--- src/rtl/trace_pkg.sv ---
// Shared trace entry record and kind codes for the writeback trace FIFO.
// One entry: kind, pc, addr, data (97 bits).
package trace_pkg;

  localparam logic KIND_GRF = 1'b0;
  localparam logic KIND_DM  = 1'b1;

  typedef struct packed {
    logic        kind;
    logic [31:0] pc;
    logic [31:0] addr;
    logic [31:0] data;
  } trace_t;

endpackage

--- src/rtl/trace_ram.sv ---
// Trace entry storage: DEPTH x 97, two write ports, async read.
// Port 0 holds the older entry when both ports write together.
module trace_ram
  import trace_pkg::*;
#(
  parameter int DEPTH = 16,
  parameter int AW    = 4
) (
  input  logic          clk,
  input  logic          we0,
  input  logic [AW-1:0] waddr0,
  input  trace_t        wdata0,
  input  logic          we1,
  input  logic [AW-1:0] waddr1,
  input  trace_t        wdata1,
  input  logic [AW-1:0] raddr,
  output trace_t        rdata
);

  trace_t mem [DEPTH];

  always_ff @(posedge clk) begin
    if (we0) mem[waddr0] <= wdata0;
    if (we1) mem[waddr1] <= wdata1;
  end

  assign rdata = mem[raddr];

endmodule

--- src/rtl/wb_trace_fifo.sv ---
// Writeback trace FIFO: captures GRF/DM write events, up to two per cycle.
// Define WB_TRACE_DROP_COUNT_EN to add the saturating drop_count output.
module wb_trace_fifo
  import trace_pkg::*;
#(
  parameter int DEPTH = 16,
  parameter int CNT_W = 16
) (
  input  logic             clk,
  input  logic             reset,
  input  logic             grf_we,
  input  logic [31:0]      grf_pc,
  input  logic [4:0]       grf_addr,
  input  logic [31:0]      grf_data,
  input  logic             dm_we,
  input  logic [31:0]      dm_pc,
  input  logic [31:0]      dm_addr,
  input  logic [31:0]      dm_data,
  output logic             out_valid,
  input  logic             out_ready,
  output logic             out_kind,
  output logic [31:0]      out_pc,
  output logic [31:0]      out_addr,
  output logic [31:0]      out_data,
  output logic             overflow
`ifdef WB_TRACE_DROP_COUNT_EN
  ,
  output logic [CNT_W-1:0] drop_count
`endif
);

  localparam int AW = $clog2(DEPTH);
  localparam logic [AW:0] FULL = (AW+1)'(DEPTH);

  logic [AW-1:0] wptr;
  logic [AW-1:0] rptr;
  logic [AW:0]   count;
  logic          armed;

  logic          grf_ev;
  logic          dm_ev;
  logic          pop;
  logic [AW:0]   free;
  logic [1:0]    n_ev;
  logic [1:0]    n_push;
  logic [1:0]    n_drop;
  trace_t        grf_ent;
  trace_t        dm_ent;
  trace_t        ent0;
  trace_t        head;

  assign grf_ent = '{kind: KIND_GRF, pc: grf_pc,
                     addr: {27'd0, grf_addr}, data: grf_data};
  assign dm_ent  = '{kind: KIND_DM, pc: dm_pc,
                     addr: dm_addr, data: dm_data};

  assign out_valid = (count != '0);

  always_comb begin
    // armed masks the first edge after reset release
    grf_ev = armed && grf_we && (grf_addr != 5'd0);
    dm_ev  = armed && dm_we;
    pop    = out_valid && out_ready;
    free   = FULL - count + {{AW{1'b0}}, pop};
    n_ev   = {1'b0, grf_ev} + {1'b0, dm_ev};
    if ({{(AW-1){1'b0}}, n_ev} <= free) n_push = n_ev;
    else n_push = free[1:0];
    n_drop = n_ev - n_push;
    ent0   = grf_ev ? grf_ent : dm_ent;
  end

  trace_ram #(.DEPTH(DEPTH), .AW(AW)) u_ram (
    .clk    (clk),
    .we0    (n_push != 2'd0),
    .waddr0 (wptr),
    .wdata0 (ent0),
    .we1    (n_push == 2'd2),
    .waddr1 (wptr + AW'(1)),
    .wdata1 (dm_ent),
    .raddr  (rptr),
    .rdata  (head)
  );

  always_comb begin
    {out_kind, out_pc, out_addr, out_data} = '0;
    if (out_valid) {out_kind, out_pc, out_addr, out_data} = head;
  end

  always_ff @(posedge clk or negedge reset) begin
    if (!reset) begin
      wptr     <= '0;
      rptr     <= '0;
      count    <= '0;
      armed    <= 1'b0;
      overflow <= 1'b0;
    end else begin
      armed    <= 1'b1;
      wptr     <= wptr + AW'(n_push);
      rptr     <= rptr + AW'(pop);
      count    <= count + {{(AW-1){1'b0}}, n_push}
                        - {{AW{1'b0}}, pop};
      overflow <= overflow | (n_drop != 2'd0);
    end
  end

`ifdef WB_TRACE_DROP_COUNT_EN
  logic [CNT_W:0] dsum;

  assign dsum = {1'b0, drop_count} + (CNT_W+1)'(n_drop);

  always_ff @(posedge clk or negedge reset) begin
    if (!reset) drop_count <= '0;
    else drop_count <= dsum[CNT_W] ? '1 : dsum[CNT_W-1:0];
  end
`endif

endmodule

--- config.mk ---
export PLATFORM = sky130hd
export DESIGN_NAME = wb_trace_fifo
export DESIGN_NICKNAME = d
export VERILOG_FILES = /design/src/rtl/trace_pkg.sv /design/src/rtl/trace_ram.sv /design/src/rtl/wb_trace_fifo.sv
export SDC_FILE = /design/constraint.sdc
export NUM_CORES = 2
export LEC_CHECK = 0
export CAP_MARGIN = 20
export CORE_MARGIN = 1
export CORE_UTILIZATION = 41
export DETAILED_ROUTE_END_ITERATION = 10
export DONT_BUFFER_PORTS = 1
export SYNTH_ARGS = -nofsm -noshare
export SYNTH_HDL_FRONTEND = slang
export SYNTH_SLANG_ARGS = --single-unit
--- constraint.sdc ---
create_clock -name clk -period 19.3 [get_ports clk]
set_input_delay 1.93 -clock clk [delete_from_list [all_inputs] [get_ports clk]]
set_output_delay 1.93 -clock clk [all_outputs]
set_load 0.02 [all_outputs]
Word level (Yosys, flattened, before mapping)
Memories as Yosys holds them, arrays and structs flattened.
Index checks and enable logic that the tools add are counted.
{"block": "classes", "muxes": 10, "n_reduce_logical": 8, "n_div": 0, "eq_ne": 1, "shift": 0, "magnitude_cmp": 1, "n_bitwise": 1, "add_sub_neg": 9, "mul": 0}
{"op": "97-bit two-way mux", "n": 1}
{"op": "32-bit two-way mux", "n": 3}
{"op": "5-bit nonzero test", "n": 2}
{"op": "5-bit by 1-bit adder with 5-bit output", "n": 1}
{"op": "5-bit by 2-bit adder with 5-bit output", "n": 1}
{"op": "2-bit by 5-bit <= comparator with 1-bit output", "n": 1}
{"op": "1-bit two-way mux", "n": 5}
{"op": "5-bit by 1-bit subtractor with 5-bit output", "n": 1}
{"op": "5-bit subtractor, first input constant", "n": 1}
{"op": "4-bit by 1-bit adder with 4-bit output", "n": 1}
{"op": "4-bit by 1-bit adder with 4-bit output, second input constant", "n": 1}
{"op": "4-bit by 2-bit adder with 4-bit output", "n": 1}
{"op": "1-bit logical AND", "n": 4}
{"op": "2-bit nonzero test", "n": 2}
{"op": "1-bit by 1-bit adder with 2-bit output", "n": 1}
{"op": "2-bit equality test, second input constant", "n": 1}
{"op": "2-bit two-way mux", "n": 1}
{"op": "2-bit subtractor", "n": 1}
{"op": "1-bit OR", "n": 1}
{"block": "word_totals", "latchBits": 0, "mem_bits_rw": 1552, "memories": 1, "reg_bits": 15, "romBits": 0, "word_cells": 36, "output_inout_bits": 99}
{"memory": "u_ram.mem", "words": 16, "width": 97, "read_ports": 1, "rd_clocked_by_memory_dff": 0, "wr": 2, "line_no": "trace_ram.sv:20", "text": "trace_t mem [DEPTH];"}

Depth between registers and ports, before layout
{"block": "depth", "ltp_word": 8, "mapped_depth": 22}

Cells and area by module
A second synthesis with hierarchy kept.
{"block": "unflattened", "hier_cells": 4771, "area_unflattened_um2": 79746.5}
{"mod": "trace_ram", "seq_area_each_um2": 46604.7, "n_inst": 1, "area_per_inst_um2": 77043.9, "cells_per_inst": 4326}
{"mod": "wb_trace_fifo", "seq_area_each_um2": 375.4, "n_inst": 1, "area_per_inst_um2": 2702.6, "cells_per_inst": 445}

Worst setup path before layout
Ideal clock, no wire load.
{"block": "synth_timing", "kind": "input-to-reg", "startpoint": "in grf_addr[3]", "endpoint": "mem u_ram.mem[11][0] (netlist name) (enable)", "path_buffers": 5, "cell_stages": 16, "arrival_time_ps": 12459, "setup_ps": 697, "path_slack_ps": 6145, "path_cell_list": "or4_1 > o211ai_1 > inv_2 > buf_2 > buf_2 > ha_1 > inv_1 > ha_1 > nor2b_1 > a2bb2oi_2 > clkbuf_1 > nand4_1 > a21o_1 > buf_2 > clkbuf_1 > o32ai_1"}
{"element": "from (decl)", "line_no": "wb_trace_fifo.sv:13", "text": "input logic [4:0] grf_addr,"}
{"element": "to (decl)", "line_no": "trace_ram.sv:20"}

==> impl_metrics.csv <==
group,metric,value,unit
yosys,ys_types,54,
yosys,postSynth.asyncResetShare,0.9572,%
cells_and_area,final_nets,6013,
yosys,synth-edff-count,1536,
critical_path,path_class,"in2reg",
yosys,netlist_instances,6244,
global_route,grt_util_met3,5.355,%
floorplanning,die-height,451.8,um
critical_path,r2r_setup_slack,11930,ps
critical_path,cp-end-kind,"flip-flop",
cells_and_area,instances_no_fill,8649,
yosys,syn_area_per_cell,13.28,um2
yosys,synth_ff_type,"edfxtp_1",
drt,final_antenna_net_count,0,
cells_and_area,final_core_util,45.37,%
cells_and_area,nFillCells,17760,
placed_design,dp.cells,8306,
critical_path,reg2reg_depth,18,
yosys,synth_warnings,0,
cells_and_area,finalInstanceArea,90870,um2
yosys,synth_xor_area_share,0.1267,%
yosys,ys_seq_area_share,56.45,%
timing,fin_crit_sh,39.39,%
placed_design,hpwl,153.7,mm
yosys,synth-adder-area-share,0.2595,%
hold_path,hp-start,"u_ram.mem[5][96]$_SDFFE_PP1N_",
timing,fin_skew,44.76,ps
yosys,synthSimpleGateAreaFrac,8.249,%
timing,setup_viol,0,
power,max-vdd-ir-drop,0.1883,mV
floorplanning,start_util,41.41,%
yosys,yosysTopAreaCellShare,55.61,%
cts,post_cts_buffers,0,
global_route,gr-total-overflow,0,
critical_path,r2r_end,"u_ram.mem[1][88]$_DFFE_PP_",
timing,slew_headroom,2.532,%
timing,setup_tns,0,ps
status,status,"complete, no violations",
critical_path,critPathArrivalTime,8070,ps
global_route,busiest_layer,"met2",
power,p_total,13.51,mW
hold_path,hold_class,"reg2reg",
timing,clock.fmax,0.1315,GHz
floorplanning,pin_count,269,
global_route,grt_pass1_vias,59850,
floorplanning,rows,164,
power,p_leak,27.80,nW
hold_path,min_to,"u_ram.mem[5][96]$_SDFFE_PP1N_",
cts,ctsHoldBuffers,0,
yosys,yosysTopAreaCell,"edfxtp_1",
timing,tightest_slew,1462,ps
global_route,track_usage,28.28,%
global_route,antenna_found_initial,32,
critical_path,cp_data_required_time,19760,ps
timing,post-route-min-period,7603,ps
timing,hold_viol,0,
cts,cts_root_buffer,"clkbuf_16",
cts,clk_pin_slew,60,ps
cts,numCtsBuffers,173,
yosys,synth_top_family_by_area,"multiplexers",
timing,rsz0062_at_grt,"no",
drt,routedWlPerCell,34.02,um
yosys,synth-seq-cells,1567,
floorplanning,die_area,204100,um2
global_route,grt_use_met1,37.55,%
drt,vias,59710,
yosys,muxShareOfSynthArea,20.78,%
power,power.density,148.7,nW/um2
drt,drt_first_pass_iters,8,
flow_run,maxCapViolCount,0,
yosys,synth_nets,6430,
cells_and_area,syn2layout_area_growth,9.558,%
timing,drv_slew,0,
global_route,grt_use_met2,45.09,%
cts,cts_resized,0,
cells_and_area,drive_gt1_share,16.65,%
placed_design,portBuffers,0,
cts,cts_tree,"built",
yosys,yosys-top-cells-area,"edfxtp_1 (56%), mux4_2 (13%), mux2i_1 (6.7%)",
critical_path,worstSetupStartpointType,"primary input",
yosys,synthesis.area,82940,um2
cts,cts_max_path_buffers,3,
placed_design,postPlaceCellArea,85250,um2
drt,drcViolationCount,0,
critical_path,critPathMaxFanout,71,
critical_path,rr_startpoint,"count[3]$_DFF_PN0_",
cts,cts_htree_levels,4,
placed_design,gp_congestion,0.8086,
global_route,grt_max_degree,211,
yosys,synth_compound_area_share,10.57,%
drt,detail_route.iter0.violations,8405,
floorplanning,core_area,200300,um2
cts,cts_sinks,1567,
global_route,grt_pass1_wl,425.5,mm
drt,drt_wl_total,294.2,mm
cts,clock_latency,870,ps
floorplanning,die_w,451.8,um
drt,via_per_inst,6.904,
hold_path,hold_path_depth,2,
power by group:
group / switching, mW / internal (mW) / leakage, nW
Clock: 1.44 / 1.84 / 2.66
Combinational: 3.87 / 1.95 / 10.9
Sequential: 0.215 / 4.19 / 14.3
Total: 5.53 / 7.98 / 27.8
worst max-delay path by stage:
stage	start	to	slack, ps	cells after the start
finish	grf_addr[3]	u_ram.mem[1][88]$_DFFE_PP_	11700	14
global route	grf_addr[3]	u_ram.mem[1][88]$_DFFE_PP_	11500	14
CTS	rptr[0]$_DFF_PN0_	out_kind	11100	6
detailed placement	grf_addr[3]	u_ram.mem[1][90]$_DFFE_PP_	10960	14
global placement	grf_addr[3]	u_ram.mem[2][81]$_DFFE_PP_	10760	13
floorplan	grf_addr[3]	u_ram.mem[11][0]$_DFFE_PP_	6140	16
routing by layer:
| layer | wire length (um) | vias up |
|---|---|---|
| li1 | - | 24260 |
| met1 | 112300 | 30590 |
| met2 | 139000 | 4164 |
| met3 | 30170 | 697 |
| met4 | 12750 | 0 |
| met5 | 0 | - |
worst max-delay path, stage by stage:
cell and delay (ps):
or4_1 510, o211ai_1 320, inv_4 310, ha_1 470, inv_1 90, ha_1 290, nand2_1 90, and2_1 630
a311o_2 570, buf_4 780, nand2_1 400, o32ai_4 230, buf_4 500, buf_4 770
layout make-up:
type | count | area [um2] | share of cell area [%]
Inverter | 20 | 85.08 | 0.09363
Clock inverter | 91 | 942.2 | 1.037
Sequential cell | 1567 | 46840 | 51.55
Clock buffer | 215 | 4538 | 4.994
Tap cell | 2656 | 3323 | 3.657
Antenna cell | 35 | 87.58 | 0.09638
Multi-Input combinational cell | 3920 | 33700 | 37.09
Timing Repair Buffer | 145 | 1346 | 1.482
through the flow:
step / hold WS [ps] / setup WS (ps)
after detailed placement: 503.9 / 10960
final: 523.1 / 11700
after CTS: 512.7 / 11100
after floorplan: 468.1 / 6145
after global placement: 481.8 / 10760
after global routing: 539.7 / 11500
cells in the final DEF, fill, tap and decap left out, drive strengths merged, types with 139 or more instances in the layout:
cell	instances
edfxtp	1536
a21oi	772
o21ai	568
nand4	562
mux2i	554
mux4	485
a21boi	216
clkbuf	215
and2	171
buf	145
nand2	139
state kept, by name, summed over array words and instances, names as in the netlist:
signal and flops:
count 5, armed 1, rptr 4, overflow 1
u_ram.mem 1552, wptr 4
cells by family (layout without fill, tap and decap cells):
logic type | count (synthesis) | count (layout)
AO/OA/AOI/OAI | 1607 | 1607
flip-flops | 1567 | 1567
AND/OR/NAND/NOR | 1177 | 1177
multiplexers | 1107 | 1107
buffers and inverters | 757 | 471
adder cells (fa/ha/maj) | 16 | 16
XOR/XNOR | 12 | 12
other | 1 | 36
cell usage after synthesis (16+ instances only):
| library cell | instances |
|---|---|
| o21ai_0 | 568 |
| a21oi_1 | 772 |
| inv_1 | 18 |
| dfxtp_1 | 16 |
| mux4_2 | 485 |
| mux2i_1 | 554 |
| nor2b_1 | 102 |
| nand4_1 | 561 |
| and2_1 | 171 |
| buf_2 | 83 |
| nand3_1 | 126 |
| nand2_1 | 139 |
| a21boi_1 | 47 |
| edfxtp_1 | 1536 |
| a21boi_0 | 169 |
| mux2_2 | 68 |
| buf_1 | 68 |
| clkbuf_1 | 584 |
| nor2_1 | 23 |
No activity file was read; power rests on OpenSTA's default activity.
